**src/rtl/arb_pkg.sv**
```systemverilog
// Shared definitions for the four-way round-robin arbiter.
package arb_pkg;

  localparam int NREQ   = 4;
  localparam int HOLD_W = 8;

  typedef enum logic {
    IDLE  = 1'b0,
    GRANT = 1'b1
  } state_t;

endpackage

```
**src/rtl/rr_arbiter4_if.sv**
```systemverilog
// Requester-side bundle of the arbiter: request/done in, grant status out.
interface rr_arbiter4_if;
  import arb_pkg::*;

  logic [NREQ-1:0] req;
  logic            done;
  logic [NREQ-1:0] gnt;
  logic [1:0]      gnt_id;
  logic            gnt_vld;
  logic            timeout;

  modport master (
    output req,
    output done,
    input  gnt,
    input  gnt_id,
    input  gnt_vld,
    input  timeout
  );

  modport slave (
    input  req,
    input  done,
    output gnt,
    output gnt_id,
    output gnt_vld,
    output timeout
  );

endinterface

```
**src/rtl/rr_prio_enc4.sv**
```systemverilog
// Rotating priority encoder: first asserted request at or after ptr, wrapping.
module rr_prio_enc4
  import arb_pkg::*;
(
  input  logic [NREQ-1:0] req,
  input  logic [1:0]      ptr,
  output logic [1:0]      id,
  output logic            any
);

  logic [2*NREQ-1:0] dbl;
  logic [NREQ-1:0]   rot;
  logic [1:0]        pos;

  // Rotate so ptr lands at bit 0, pick the lowest set bit, then rotate back.
  always_comb begin
    dbl = {req, req} >> ptr;
    rot = dbl[NREQ-1:0];
    pos = 2'd0;
    for (int i = NREQ - 1; i >= 0; i--) begin
      if (rot[i]) pos = 2'(i);
    end
    any = |req;
    id  = pos + ptr;
  end

endmodule

```
**src/rtl/rr_arbiter4.sv**
```systemverilog
// Four-way round-robin arbiter with done/drop/hold-limit release.
//
// state | meaning
// IDLE  | no owner; arbitrate among requests at the next edge
// GRANT | one requester owns the resource; watch for release
module rr_arbiter4
  import arb_pkg::*;
#(
  parameter int unsigned HOLD_MAX = 15
) (
  input  logic          clk,
  input  logic          rst_n,
  rr_arbiter4_if.slave  bus
);

  localparam logic              HOLD_EN   = (HOLD_MAX != 0);
  localparam logic [HOLD_W-1:0] HOLD_LAST = HOLD_W'((HOLD_MAX == 0) ? 0 : HOLD_MAX - 1);

  state_t            state_q, state_d;
  logic [1:0]        ptr_q, ptr_d;
  logic [HOLD_W-1:0] hold_cnt_q, hold_cnt_d;
  logic [NREQ-1:0]   gnt_q, gnt_d;
  logic [1:0]        gnt_id_q, gnt_id_d;
  logic              gnt_vld_q, gnt_vld_d;
  logic              timeout_q, timeout_d;

  logic [1:0]        win_id;
  logic              win_any;
  logic              hold_hit;
  logic              owner_req;
  logic              release_c;

  rr_prio_enc4 u_enc (
    .req (bus.req),
    .ptr (ptr_q),
    .id  (win_id),
    .any (win_any)
  );

  // State, pointer, hold counter and all outputs are registered together.
  always_ff @(posedge clk or negedge rst_n) begin
    if (!rst_n) begin
      state_q    <= IDLE;
      ptr_q      <= 2'd0;
      hold_cnt_q <= '0;
      gnt_q      <= '0;
      gnt_id_q   <= 2'd0;
      gnt_vld_q  <= 1'b0;
      timeout_q  <= 1'b0;
    end else begin
      state_q    <= state_d;
      ptr_q      <= ptr_d;
      hold_cnt_q <= hold_cnt_d;
      gnt_q      <= gnt_d;
      gnt_id_q   <= gnt_id_d;
      gnt_vld_q  <= gnt_vld_d;
      timeout_q  <= timeout_d;
    end
  end

  // Arbitrate in IDLE; in GRANT release on done, request drop or hold expiry.
  always_comb begin
    state_d    = state_q;
    ptr_d      = ptr_q;
    hold_cnt_d = hold_cnt_q;
    gnt_d      = gnt_q;
    gnt_id_d   = gnt_id_q;
    gnt_vld_d  = gnt_vld_q;
    timeout_d  = 1'b0;

    hold_hit  = HOLD_EN && (hold_cnt_q == HOLD_LAST);
    owner_req = bus.req[gnt_id_q];
    release_c = bus.done || !owner_req || hold_hit;

    case (state_q)
      IDLE: begin
        if (win_any) begin
          gnt_d      = NREQ'(1) << win_id;
          gnt_id_d   = win_id;
          gnt_vld_d  = 1'b1;
          ptr_d      = win_id + 2'd1;
          hold_cnt_d = '0;
          state_d    = GRANT;
        end
      end
      GRANT: begin
        if (release_c) begin
          gnt_d     = '0;
          gnt_vld_d = 1'b0;
          state_d   = IDLE;
          // A done or drop on the expiry edge makes this an ordinary release.
          timeout_d = hold_hit && !bus.done && owner_req;
        end else begin
          hold_cnt_d = hold_cnt_q + 1'b1;
        end
      end
      default: begin
        state_d = IDLE;
      end
    endcase
  end

  assign bus.gnt     = gnt_q;
  assign bus.gnt_id  = gnt_id_q;
  assign bus.gnt_vld = gnt_vld_q;
  assign bus.timeout = timeout_q;

endmodule

```
**src/flat_wrapper.sv**
```systemverilog
// flat-port wrapper written by rule: the top's interface ports become plain ports
module rr_arbiter4_flat import arb_pkg::*;
#(
  parameter int unsigned HOLD_MAX = 15
)
  (clk, rst_n, bus_req, bus_done, bus_gnt, bus_gnt_id, bus_gnt_vld, bus_timeout);
  rr_arbiter4_if bus_i ();
  input  logic clk;
  input  logic rst_n;
  input wire logic [$bits(bus_i.req)-1:0] bus_req;
  input wire logic [$bits(bus_i.done)-1:0] bus_done;
  output wire logic [$bits(bus_i.gnt)-1:0] bus_gnt;
  output wire logic [$bits(bus_i.gnt_id)-1:0] bus_gnt_id;
  output wire logic [$bits(bus_i.gnt_vld)-1:0] bus_gnt_vld;
  output wire logic [$bits(bus_i.timeout)-1:0] bus_timeout;
  assign bus_i.req = bus_req;
  assign bus_i.done = bus_done;
  assign bus_gnt = bus_i.gnt;
  assign bus_gnt_id = bus_i.gnt_id;
  assign bus_gnt_vld = bus_i.gnt_vld;
  assign bus_timeout = bus_i.timeout;
  rr_arbiter4 #(.HOLD_MAX(HOLD_MAX)) u_core (.clk(clk), .rst_n(rst_n), .bus(bus_i));
endmodule
```
**config.mk**
```make
export PLATFORM = sky130hd
export DESIGN_NAME = rr_arbiter4_flat
export DESIGN_NICKNAME = d
export VERILOG_FILES = /design/src/rtl/arb_pkg.sv /design/src/rtl/rr_arbiter4_if.sv /design/src/rtl/rr_prio_enc4.sv /design/src/rtl/rr_arbiter4.sv /design/src/flat_wrapper.sv
export SDC_FILE = /design/constraint.sdc
export NUM_CORES = 1
export LEC_CHECK = 0
export ABC_AREA = 1
export CORE_MARGIN = 4
export CORE_UTILIZATION = 35
export CTS_CLUSTER_DIAMETER = 200
export DETAILED_ROUTE_END_ITERATION = 10
export GPL_TIMING_DRIVEN = 1
export PLACE_DENSITY = 0.52
export SYNTH_ARGS = -nofsm -noshare
export SYNTH_HDL_FRONTEND = slang
export SYNTH_HIERARCHICAL = 1
export SYNTH_SLANG_ARGS = --single-unit
export TNS_END_PERCENT = 50
```
**constraint.sdc**
```tcl
create_clock -name clk -period 2.7 [get_ports clk]
set_input_delay 0.81 -clock clk [delete_from_list [all_inputs] [get_ports clk]]
set_output_delay 0.81 -clock clk [all_outputs]
set_load 0.1 [all_outputs]
```
# Yosys cells after proc, flatten, opt, wreduce, memory -nomap -nowiden
# Index checks and enable logic that the tools add are counted.
[word_totals]
regBits = 19
output_inout_bits = 8
[op_classes]
n_addsub = 3
order_cmp = 1
n_eq_ne = 4
shift = 2
mux = 20
bitwise = 1
n_reduce_logical = 10
[ops]
columns = ["cell", "n"]
rows = [
  ["two-way mux 8 bit", 2],
  ["one-hot mux 8 bit (2 select lines)", 1],
  ["adder 8 x 1 -> 8 bit, second input constant", 1],
  ["== test 8 x 4 -> 1 bit, second input constant", 1],
  ["two-way mux 2 bit", 4],
  ["two-way mux 4 bit", 2],
  ["one-hot mux 4 bit (2 select lines)", 1],
  [">> shifter 8 x 2 -> 4 bit", 1],
  ["two-way mux 1 bit", 7],
  ["inequality test 2 bit, second input constant", 3],
  ["AND reduction 2 bit", 3],
  ["one-hot mux 1 bit (2 select lines)", 2],
  ["OR reduction 4 bit", 1],
  ["<< shifter 1 x 2 -> 4 bit, first input constant", 1],
  ["< comparator 2 x 3 -> 1 bit, second input constant", 1],
  ["adder 2 x 1 -> 2 bit, second input constant", 1],
  ["adder 2 bit", 1],
  ["binary-select mux 1 bit (select 2 bit)", 1],
  ["logical AND 1 bit", 2],
  ["logical NOT 1 bit", 2],
  ["logical OR 1 bit", 2],
  ["NOT 1 bit", 1],
]

# Logic depth before layout (Yosys ltp)
[logic_depth]
depth_word = 9
ltp_mapped = 15

# By module
# The synthesis kept the hierarchy.
[by_module_without_submodules]
columns = ["module", "instances", "cells_per_inst", "area_each_um2", "seq_area_each_um2"]
rows = [
  ["rr_arbiter4", 1, 134, 1038.5, 475.5],
  ["rr_prio_enc4", 1, 35, 167.7, 0.0],
]

# Least setup slack after synthesis
# OpenSTA, ideal clock, no wires.
[synth_timing]
kind = "input port to flip-flop"
startpoint = "input port bus_req[1]"
endpoint = "register u_core.ptr_q[1]"
setup_ns = 0.116
arrival_ns = 2.151
required_ns = 2.584
setup_slack_ns = 0.432
cell_stages = 14
n_path_buf = 0
cell_sequence = "nand2_1 nand3_1 nand2_1 nand3_1 a21boi_1 ha_1 xor2_1 inv_1 nand3_1 nand2_1 inv_1 ha_1 nand2_1 nand2_1"
[synth_via]
elab_chain_cells = 7
elab_cells_between_ends = 9
classes_between = "add/sub (2); shift (1); mux (4); reduce/logical (2)"
[synth_rtl]
columns = ["item", "line", "source"]
rows = [
  ["start: declaration", "flat_wrapper.sv:10", "input wire logic [$bits(bus_i.req)-1:0] bus_req;"],
  [">> shifter 8 x 2 -> 4 bit (*)", "rr_prio_enc4.sv:17", "dbl = {req, req} >> ptr;"],
  ["two-way mux 2 bit (3 in a row)", "rr_prio_enc4.sv:21", "if (rot[i]) pos = 2'(i);"],
  ["two-way mux 2 bit (*)", "rr_prio_enc4.sv:21", ""],
  ["adder 2 bit (*)", "rr_prio_enc4.sv:24", "id = pos + ptr;"],
  ["named net u_core.win_id[1]", "rr_arbiter4.sv:27", "logic [1:0] win_id;"],
  ["adder 2 x 1 -> 2 bit (*)", "rr_arbiter4.sv:81", "ptr_d = win_id + 2'd1;"],
  ["end signal: assignment", "rr_arbiter4.sv:52", "ptr_q <= ptr_d;"],
  ["end: declaration", "rr_arbiter4.sv:20", "logic [1:0] ptr_q, ptr_d;"],
]
# The timed path passes the listed nets; every way through them passes the cells marked *.
# A chain may end at the register's enable or synchronous reset.

# Worst setup path in the final report
[layout_timing]
startpoint = "input port bus_req[2]"
endpoint = "register u_core.ptr_q[1]"
# The elaborated chain is that of the path after synthesis.

==> flow_summary.ini <==
[sta]
setup_ws_ns = 0.123
setup_viol = 0
fmaxAchievable_mhz = 388
post-route-period-util_pct = 95.4
worst_pin_slew_ns = 0.316
finalCriticalPeriod_ns = 2.58
skew_ns = 0.00322
finalMaxSlewViolations = 0
slew_headroom_pct = 78.9
hold_viol_final = 0

[synthesis]
synth_edf_count = 0
ys_ff_latch = 19
yosysTopAreaCellShare_pct = 39.4
yosysMostFrequentCell = nand2_1
synth_top_cell_by_area = dfrtp_1
synthCells = 169
synth-main-ff-cell = dfrtp_1
syn-mean-instance-area_um2 = 7.14
synth_async_sr_flop_share_pct = 100
synthesis.area_mm2 = 0.00121
synth.area.top_cells = dfrtp_1 39%, nand2_1 19%, nand3_1 11%, ha_1 7.3%, inv_1 5.6%
synth_nets = 183
ys_seq_area_share_pct = 39.4
synth_cell_types = 17
ys_warn_count = 6
netlist_top_cells_count = 62 x nand2_1, 27 x nand3_1, 19 x dfrtp_1, 18 x inv_1, 9 x nor2_1

[clock_tree]
clkTransAtPathRegs_ns = 0.11
post_cts_buffers = 0
ctsHoldBuffers = 0
clock_tree.htree_level_count = 1
cts_sinks = 19
numCtsBuffers = 3
cts_root_buf = clkbuf_4
cts_resized = 0
cts_buffer_depth = 2
cts_tree = yes
clk_latency_ns = 0.29

[grt]
grt_max_degree = 20
antenna_found_initial = 0
grt_pass1_vias = 1049
grt_usage_pct = 12.5
grt_remaining_overflow = 0
grt_pass1_wl_mm = 4.36

[setup_path]
path_class = input pin to flip-flop
worstPathArrival_ns = 2.78
critical_path_peak_fanout = 3
end_kind = flip-flop
ff2ff_path_depth = 15
critPathRequiredTime_ns = 2.90
cp-start-kind = input pin
r2r_setup_slack_ns = 0.56

[layout]
drive_gt1_share_pct = 17.7
final_area_mm2 = 0.00147
final_core_util_pct = 43.9
fillers = 357
syn_to_final_growth_pct = 21.6
antenna_cells = 0
layout.nets = 207

[die]
die_h_um = 66.7
rows = 21
core_mm2 = 0.00334
start_util_pct = 36.1
dieArea_mm2 = 0.00445
boundaryPins = 15
die_x_um = 66.7

[power]
total_leakage_power_nw = 0.806
peakVddDrop_mv = 0.539
cellPowerDensity_mw_per_mm2 = 1140

[routing]
vias = 1077
ant_nets = 0
via_per_inst = 4.53
drc = 0
drt_iter0_drc = 62
avgRoutedWirePerCell_um = 10.6
first_pass_iters = 4
wl_mm = 2.52

[placed_design]
dp_slack_ns = -0.227
routabilityCongestion = 0.876
portBuffers = 14
place_area_mm2 = 0.00143
place_hpwl_mm = 1.95

[job]
maxCapViolCount = 0

[worst_hold_path]
min_path_cells = 2
hold_path_class = flip-flop to flip-flop

[run_status]
status = finished, final reports clean
==> where the power goes <==
| part | internal [mW] | leakage (nW) | total [mW] | switching (mW) |
|---|---|---|---|---|
| Combinational | 0.330 | 0.539 | 1.08 | 0.750 |
| Sequential | 0.364 | 0.249 | 0.455 | 0.0914 |
| Clock | 0.0551 | 0.0177 | 0.143 | 0.0882 |
==> metrics by stage <==
| stage | total power [mW] | cells | setup TNS (ns) | hold WS (ns) |
|---|---|---|---|---|
| detailed placement | 1.53 | 234 | -0.582 | 0.464 |
| CTS | 1.68 | 238 | 0 | 0.493 |
| global placement | 1.52 | 234 | -0.318 | 0.460 |
| global route | 1.85 | 238 | -0.0307 | 0.552 |
| finish | 1.68 | 238 | 0 | 0.485 |
| floorplan | 1.27 | 169 | 0 | 0.491 |
==> kinds of logic after synthesis <==
kind of cell             Yosys count  share of synthesized area [%]
flip-flops                        19                           39.4
adder cells (fa/ha/maj)            7                           7.26
buffers and inverters             27                           8.61
XOR/XNOR                           5                           3.63
AND/OR/NAND/NOR                  105                           38.2
AO/OA/AOI/OAI                      6                           2.90
==> routing by layer <==
layer	global-route usage [%]	share of wire, %	vias to the layer above
met5	0	0	-
met4	3.81	1.4	0
met3	2.53	2.7	4
met2	22.4	50	10
met1	14.9	46	493
li1	-	-	570
==> state kept, by name, summed over array words and instances, names as in the netlist <==
register,flops
u_core/bus.gnt_vld,1
u_core/bus.gnt_id,2
u_core/bus.timeout,1
u_core/state_q,1
u_core/hold_cnt_q,8
u_core/ptr_q,2
u_core/bus.gnt,4
==> placed cells by master (no fill, tap or decap) <==
cell type        count
nand2_1             62
nand3_1             27
dfrtp_1             19
inv_1               17
buf_4               15
nor2_1               9
inv_2                8
ha_1                 6
clkdlybuf4s50_1      5
nand2_2              4
xor2_1               4
clkbuf_4             3
o21ai_0              3
clkinv_2             1
dlymetal6s2s_1       1
nand4_4              1
o21a_1               1
a21oi_1              1
nor3_1               1
a21boi_1             1
xor2_2               1
or4_1                1
ha_2                 1
==> final timing paths <==
kind / from / end
setup / recovery: bus_req[2] / u_core/ptr_q[1]$_DFFE_PN0P_
hold / removal: u_core/bus.gnt_vld$_DFFE_PN0P_ / u_core/bus.gnt_vld$_DFFE_PN0P_
setup reg to reg: u_core/ptr_q[0]$_DFFE_PN0P_ / u_core/ptr_q[1]$_DFFE_PN0P_
hold reg to reg: u_core/bus.gnt_vld$_DFFE_PN0P_ / u_core/bus.gnt_vld$_DFFE_PN0P_
max in group asynchronous: rst_n / u_core/hold_cnt_q[6]$_DFFE_PN0P_
min in group asynchronous: rst_n / u_core/hold_cnt_q[4]$_DFFE_PN0P_
==> critical path, stage by stage <==
cell	delay, ns
clkdlybuf4s50_1	0.51
nand2_1	0.09
nand3_1	0.11
nand3_1	0.09
a21boi_1	0.13
ha_2	0.22
xor2_2	0.17
inv_1	0.05
nand3_1	0.07
nand2_1	0.10
inv_2	0.08
ha_1	0.22
nand2_1	0.07
nand2_1	0.04
==> area by class of cell <==
class | count | area [um2] | area share (%)
multi-input combinational | 123 | 637 | 43.4
sequential | 19 | 475 | 32.4
timing repair buffer | 21 | 175 | 11.9
inverter | 25 | 93.8 | 6.40
tap | 46 | 57.6 | 3.92
clock buffer | 3 | 22.5 | 1.54
clock inverter | 1 | 5.00 | 0.341
No activity file was read; power rests on OpenSTA's default activity.
